===== src/rtl/wb_stage_regfile_pkg.sv =====
// Shared widths, the zero-register constant and the last-commit record
// used by MEM/WB, write-back and the EX forwarding unit.
package wb_stage_regfile_pkg;

    localparam int DATA_W   = 32;
    localparam int ADDR_W   = 5;
    localparam int NUM_REGS = 32;

    localparam logic [ADDR_W-1:0] REG_ZERO = 5'd0;

    typedef struct packed {
        logic              we;
        logic [ADDR_W-1:0] rd;
        logic [DATA_W-1:0] data;
    } last_wr_t;

    // r0 first, then same-cycle bypass, then the array value.
    function automatic logic [DATA_W-1:0] port_sel(
        input logic [ADDR_W-1:0] addr,
        input logic              commit,
        input logic [ADDR_W-1:0] rd,
        input logic [DATA_W-1:0] wb_val,
        input logic [DATA_W-1:0] arr_val
    );
        if (addr == REG_ZERO)
            return '0;
        if (commit && (addr == rd))
            return wb_val;
        return arr_val;
    endfunction

endpackage


===== src/rtl/wb_stage_regfile_if.sv =====
// MEM/WB register outputs as seen by the write-back stage.
interface wb_stage_regfile_if;
    import wb_stage_regfile_pkg::*;

    logic              mem_to_reg_in;
    logic              reg_write_in;
    logic [ADDR_W-1:0] rd_in;
    logic [DATA_W-1:0] read_data_in;
    logic [DATA_W-1:0] alu_res_in;

    modport master (
        output mem_to_reg_in,
        output reg_write_in,
        output rd_in,
        output read_data_in,
        output alu_res_in
    );

    modport slave (
        input mem_to_reg_in,
        input reg_write_in,
        input rd_in,
        input read_data_in,
        input alu_res_in
    );

endinterface


===== src/rtl/wb_stage_regfile_regfile.sv =====
// Architectural register array: two async read ports, one write port.
// No bypass here; the write-back stage layers it on top.
module regfile_2r1w
    import wb_stage_regfile_pkg::*;
(
    input  logic              clk,
    input  logic              rst_n,
    input  logic              we,
    input  logic [ADDR_W-1:0] waddr,
    input  logic [DATA_W-1:0] wdata,
    input  logic [ADDR_W-1:0] raddr_a,
    input  logic [ADDR_W-1:0] raddr_b,
    output logic [DATA_W-1:0] rdata_a,
    output logic [DATA_W-1:0] rdata_b
);

    logic [DATA_W-1:0] regs_q [NUM_REGS];
    logic [DATA_W-1:0] regs_d [NUM_REGS];

    always_comb begin
        regs_d = regs_q;
        if (we)
            regs_d[waddr] = wdata;
    end

    always_ff @(posedge clk or negedge rst_n) begin
        if (!rst_n) begin
            for (int i = 0; i < NUM_REGS; i++)
                regs_q[i] <= '0;
        end else begin
            regs_q <= regs_d;
        end
    end

    always_comb begin
        rdata_a = regs_q[raddr_a];
        rdata_b = regs_q[raddr_b];
    end

endmodule


===== src/rtl/wb_stage_regfile.sv =====
// Write-back stage: result mux, commit qualifier, bypassed ID reads,
// last-commit record for forwarding and a retire counter.
module wb_stage_regfile
    import wb_stage_regfile_pkg::*;
(
    input  logic              clk,
    input  logic              reset,
    wb_stage_regfile_if.slave memwb,
    input  logic [ADDR_W-1:0] rs_addr,
    input  logic [ADDR_W-1:0] rt_addr,
    output logic [DATA_W-1:0] rs_data,
    output logic [DATA_W-1:0] rt_data,
    output logic [DATA_W-1:0] wb_data,
    output logic              last_we,
    output logic [ADDR_W-1:0] last_rd,
    output logic [DATA_W-1:0] last_data,
    output logic [31:0]       retire_count
);

    logic              commit;
    logic [DATA_W-1:0] arr_a;
    logic [DATA_W-1:0] arr_b;
    last_wr_t          last_d;
    last_wr_t          last_q;
    logic [31:0]       retire_count_d;
    logic [31:0]       retire_count_q;

    // Reset gates commit so neither the array nor the bypass sees a write.
    always_comb begin
        wb_data = memwb.mem_to_reg_in ? memwb.read_data_in
                                      : memwb.alu_res_in;
        commit  = memwb.reg_write_in
                  && (memwb.rd_in != REG_ZERO)
                  && reset;
    end

    regfile_2r1w u_rf (
        .clk     (clk),
        .rst_n   (reset),
        .we      (commit),
        .waddr   (memwb.rd_in),
        .wdata   (wb_data),
        .raddr_a (rs_addr),
        .raddr_b (rt_addr),
        .rdata_a (arr_a),
        .rdata_b (arr_b)
    );

    always_comb begin
        rs_data = port_sel(rs_addr, commit, memwb.rd_in, wb_data, arr_a);
        rt_data = port_sel(rt_addr, commit, memwb.rd_in, wb_data, arr_b);
    end

    always_comb begin
        last_d         = last_q;
        last_d.we      = 1'b0;
        retire_count_d = retire_count_q;
        if (commit) begin
            last_d.we      = 1'b1;
            last_d.rd      = memwb.rd_in;
            last_d.data    = wb_data;
            retire_count_d = retire_count_q + 32'd1;
        end
    end

    always_ff @(posedge clk or negedge reset) begin
        if (!reset) begin
            last_q         <= '0;
            retire_count_q <= '0;
        end else begin
            last_q         <= last_d;
            retire_count_q <= retire_count_d;
        end
    end

    always_comb begin
        last_we      = last_q.we;
        last_rd      = last_q.rd;
        last_data    = last_q.data;
        retire_count = retire_count_q;
    end

endmodule


===== src/flat_wrapper.sv =====
// flat-port wrapper written by rule: the top's interface ports become plain ports
module wb_stage_regfile_flat import wb_stage_regfile_pkg::*;
  (clk, reset, rs_addr, rt_addr, rs_data, rt_data, wb_data, last_we, last_rd, last_data, retire_count, memwb_mem_to_reg_in, memwb_reg_write_in, memwb_rd_in, memwb_read_data_in, memwb_alu_res_in);
  wb_stage_regfile_if memwb_i ();
  input  logic clk;
  input  logic reset;
  input  logic [ADDR_W-1:0] rs_addr;
  input  logic [ADDR_W-1:0] rt_addr;
  output logic [DATA_W-1:0] rs_data;
  output logic [DATA_W-1:0] rt_data;
  output logic [DATA_W-1:0] wb_data;
  output logic last_we;
  output logic [ADDR_W-1:0] last_rd;
  output logic [DATA_W-1:0] last_data;
  output logic [31:0] retire_count;
  input wire logic [$bits(memwb_i.mem_to_reg_in)-1:0] memwb_mem_to_reg_in;
  input wire logic [$bits(memwb_i.reg_write_in)-1:0] memwb_reg_write_in;
  input wire logic [$bits(memwb_i.rd_in)-1:0] memwb_rd_in;
  input wire logic [$bits(memwb_i.read_data_in)-1:0] memwb_read_data_in;
  input wire logic [$bits(memwb_i.alu_res_in)-1:0] memwb_alu_res_in;
  assign memwb_i.mem_to_reg_in = memwb_mem_to_reg_in;
  assign memwb_i.reg_write_in = memwb_reg_write_in;
  assign memwb_i.rd_in = memwb_rd_in;
  assign memwb_i.read_data_in = memwb_read_data_in;
  assign memwb_i.alu_res_in = memwb_alu_res_in;
  wb_stage_regfile u_core (.clk(clk), .reset(reset), .memwb(memwb_i), .rs_addr(rs_addr), .rt_addr(rt_addr), .rs_data(rs_data), .rt_data(rt_data), .wb_data(wb_data), .last_we(last_we), .last_rd(last_rd), .last_data(last_data), .retire_count(retire_count));
endmodule

===== config.mk =====
export PLATFORM = sky130hd
export DESIGN_NAME = wb_stage_regfile_flat
export DESIGN_NICKNAME = d
export VERILOG_FILES = /design/src/rtl/wb_stage_regfile_pkg.sv /design/src/rtl/wb_stage_regfile_if.sv /design/src/rtl/wb_stage_regfile_regfile.sv /design/src/rtl/wb_stage_regfile.sv /design/src/flat_wrapper.sv
export SDC_FILE = /design/constraint.sdc
export NUM_CORES = 2
export LEC_CHECK = 0
export CAP_MARGIN = 30
export CORE_ASPECT_RATIO = 1.25
export CORE_MARGIN = 5
export CORE_UTILIZATION = 53
export CTS_BUF_LIST = sky130_fd_sc_hd__clkbuf_4 sky130_fd_sc_hd__clkbuf_8
export DETAILED_ROUTE_END_ITERATION = 16
export PLACE_DENSITY_LB_ADDON = 0.25
export SETUP_SLACK_MARGIN = 0.5
export SLEW_MARGIN = 20
export SYNTH_ARGS = -nofsm -noshare
export SYNTH_HDL_FRONTEND = slang
export SYNTH_SLANG_ARGS = --single-unit

===== constraint.sdc =====
create_clock -name clk -period 5.93 [get_ports clk]
set_input_delay 0.593 -clock clk [delete_from_list [all_inputs] [get_ports clk]]
set_output_delay 0.593 -clock clk [all_outputs]
set_load 0.05 [all_outputs]

==> results.py <==
metrics = {
    "outcome": {
        "status": "complete, no violations",
    },
    "global_routing": {
        "grt_pass1_vias": 45600,
        "grt_pass1_wl_mm": 296,
        "grt_overflow": 0,
        "grt_max_degree": 176,
        "grt_util_all_layers_pct": 35.1,
        "antenna_found_initial": 8,
    },
    "power": {
        "comb_power_share_pct": 23.5,
        "irDropWorstVdd_v": 0.000217,
        "p_seq_share_pct": 44.8,
        "p_sw_mw": 6.90,
        "p_int_mw": 15.0,
        "p_clk_share_pct": 31.7,
        "p_leak_nw": 27.8,
        "power_density_nw_per_um2": 336,
        "sw_frac_of_total_pct": 31.5,
    },
    "timing": {
        "final.setup.tns_ns": 0,
        "period_needed_ns": 5.10,
        "setup_viol": 0,
        "rsz0062_at_grt": "no",
        "fmax_mhz": 196,
        "worst_pin_slew_ns": 1.11,
        "timing.final.crit_share_pct": 85.9,
        "worst_slack_ns": 0.834,
        "finClkSkew_ns": 0.0361,
        "hold_violations": 0,
        "finalMaxSlewViolations": 0,
        "slew_headroom_pct": 25.9,
    },
    "clocking": {
        "numCtsBuffers": 171,
        "cts.sinks": 1094,
        "cts_max_level": 4,
        "clockBufferDepth": 3,
        "clock_latency_ns": 0.90,
        "post_cts_buffers": 0,
        "clock-root-buffer": "clkbuf_8",
        "cts_tree": "done",
        "path_clk_slew_ns": 0.06,
    },
    "synth": {
        "ys_types": 72,
        "syn_area_per_cell_um2": 10.8,
        "synthTopCellsByCount": "1094 x dfrtp_1, 869 x nor2_1, 755 x a21oi_1",
        "ys_top_cells_by_area": "dfrtp_1 48%, mux4_2 15%, a21oi_1 6.6%, nor2_1 5.7%, mux2i_1 3.8%",
        "synth_top_area_share_pct": 48.1,
        "syn_nets": 5340,
        "synth_top_cell_by_area": "dfrtp_1",
        "yosysWarnings": 0,
        "synthCells": 5256,
        "yosys_most_used_dff": "dfrtp_1",
        "yosysMostFrequentCell": "dfrtp_1",
        "seq_area_frac_synth_pct": 48.1,
        "synth_edf_count": 0,
        "netlist_area_um2": 57000,
        "synthArstFlopShare_pct": 100,
        "ys_ff_latch": 1094,
    },
    "hold_path": {
        "hold_class": "input pin to asynchronous set/reset pin",
    },
    "placed_design": {
        "gp_congestion": 0.899,
        "dpl_worst_slack_ns": 1.09,
        "hpwl_mm": 124,
        "portBuffers": 248,
    },
    "drt": {
        "via_count": 45700,
        "wl_per_cell_um": 29.1,
        "drt_first_pass_iters": 6,
        "ant_nets": 0,
        "avgViaCountPerCell": 6.64,
        "drt-total-wl_mm": 200,
        "drc": 0,
        "drt_iter0_markers": 5925,
    },
    "floorplan": {
        "core_area_um2": 107000,
        "rows": 134,
        "dieArea_um2": 114000,
        "initial_utilization_pct": 53.3,
        "die_h_um": 377,
        "io_pins": 249,
        "die_w_um": 303,
    },
    "critical_path": {
        "crit_family": "buffers and inverters",
        "critPathMostFrequentCell": "buf_4",
        "cpMaxStageDelayCell": "and3_2",
        "crit_required_ns": 5.34,
        "slowest_delay_ns": 0.93,
        "crit_path_cell_trace": "dlygate4sd3_1, buf_8, nand2_2, buf_4, a21o_2, inv_2, and3_2, buf_4, nor4_1, a2111oi_0, buf_4, buf_12",
        "critical_path_buf_inv_count": 7,
        "startpoint": "reset",
        "path_depth": 12,
        "path_max_fanout": 31,
        "reg2reg_slack_ns": 3.47,
        "r2r-start": "u_core.retire_count[2]",
        "worstSetupEndpoint": "rt_data[17]",
        "path_class": "input pin to output port",
        "timing.rr.end": "u_core.retire_count[21]",
        "critPathCaptureType": "output port",
        "arrival_ns": 4.50,
        "critPathLaunchType": "input pin",
        "r2r_cells": 6,
    },
    "cells_and_area": {
        "drive_gt1_share_pct": 21.3,
        "num-nets-final": 5396,
        "final.fill_count": 8601,
        "syn2layout_area_growth_pct": 14.1,
    },
    "flow_run": {
        "max-cap-violations": 0,
    },
}
==> final cells by class <==
type	instances	area [um2]	area share (%)
Tap cell	1428	1790	2.75
Clock buffer	272	3420	5.26
Timing Repair Buffer	441	4880	7.50
Sequential cell	1094	27400	42.1
Clock inverter	32	278	0.427
Multi-Input combinational cell	3568	27100	41.7
Antenna cell	9	22.5	0.0346
Inverter	36	135	0.208
==> per-stage QoR <==
| step | total power [mW] | cells | util, % | hold slack, ns | instance area (um2) |
|---|---|---|---|---|---|
| final | 21.9 | 6880 | 60.9 | 0.179 | 65000 |
| after global routing | 22.8 | 6872 | 60.9 | 0.178 | 65000 |
| after CTS | 21.8 | 6859 | 60.6 | 0.111 | 64800 |
| after detailed placement | 14.9 | 6554 | 57.2 | 0.387 | 61000 |
| after global placement | 14.7 | 6545 | 57.0 | 0.377 | 60900 |
| after floorplan | 13.1 | 5256 | - | 0.297 | 57000 |
==> power groups by stage <==
stage               Clock, mW  Combinational (mW)  Sequential (mW)
floorplan                   0                3.38             9.74
global placement            0                4.95             9.77
detailed placement          0                5.07             9.86
CTS                      7.00                5.09             9.74
global route             7.32                5.54             9.93
finish                   6.94                5.14             9.79
==> worst min path at each step <==
| stage | depth (start not counted) | slack, ns | endpoint |
|---|---|---|---|
| floorplan | 0 | 0.30 | u_core.last_data[0] |
| CTS | 2 | 0.11 | u_core.u_rf.regs_q[711] |
| finish | 2 | 0.18 | u_core.u_rf.regs_q[711] |
| global route | 2 | 0.18 | u_core.u_rf.regs_q[266] |
| detailed placement | 0 | 0.39 | u_core.u_rf.regs_q[1006] |
| global placement | 0 | 0.38 | u_core.u_rf.regs_q[1022] |
==> state kept, by name, indices dropped and copies added, names as in the netlist <==
signal	flops
u_core.last_data	32
u_core.u_rf.regs_q	1024
u_core.last_we	1
u_core.last_rd	5
u_core.retire_count	32
==> layer usage <==
layer / routed length [um] / global-route usage (%)
met4: 12900 / 19.7
met5: 13 / 0
met2: 91200 / 53.3
met1: 73100 / 45.7
met3: 23100 / 10.0
==> timing repair <==
action | 4_1_cts | 5_1_grt
hold buffers | 1 | 0
resized for setup | 0 | 0
endpoints found under the hold margin | 25 | 0
==> logic make-up (layout without fill, tap and decap cells) <==
logic type	after synthesis	after routing	share of synthesized area, %
AOI/OAI and AO/OA	1412	1412	14.4
adders and majority gates	1	1	0.0220
muxes	705	705	21.1
and+or+nand+nor	1409	1409	10.5
buffers and inverters	594	781	5.31
other	0	9	0
xor gates and xnor gates	41	41	0.630
DFF	1094	1094	48.1
==> layout by cell type (no fill, tap or decap), types with 31 or more instances in the layout <==
master           instances
mux4_2                 382
clkbuf_4                52
clkdlybuf4s50_1        172
buf_4                  175
a221o_1                 40
nor2_1                 860
buf_12                  75
mux2i_1                184
nand2_1                316
inv_1                   35
a21oi_1                755
o22ai_1                 68
dfrtp_1               1094
a211oi_1                79
nor3_1                  99
clkbuf_8               220
mux2_2                 102
mux2i_4                 31
o221ai_1                46
o21ai_0                291
(Power assumes the default switching activity.)
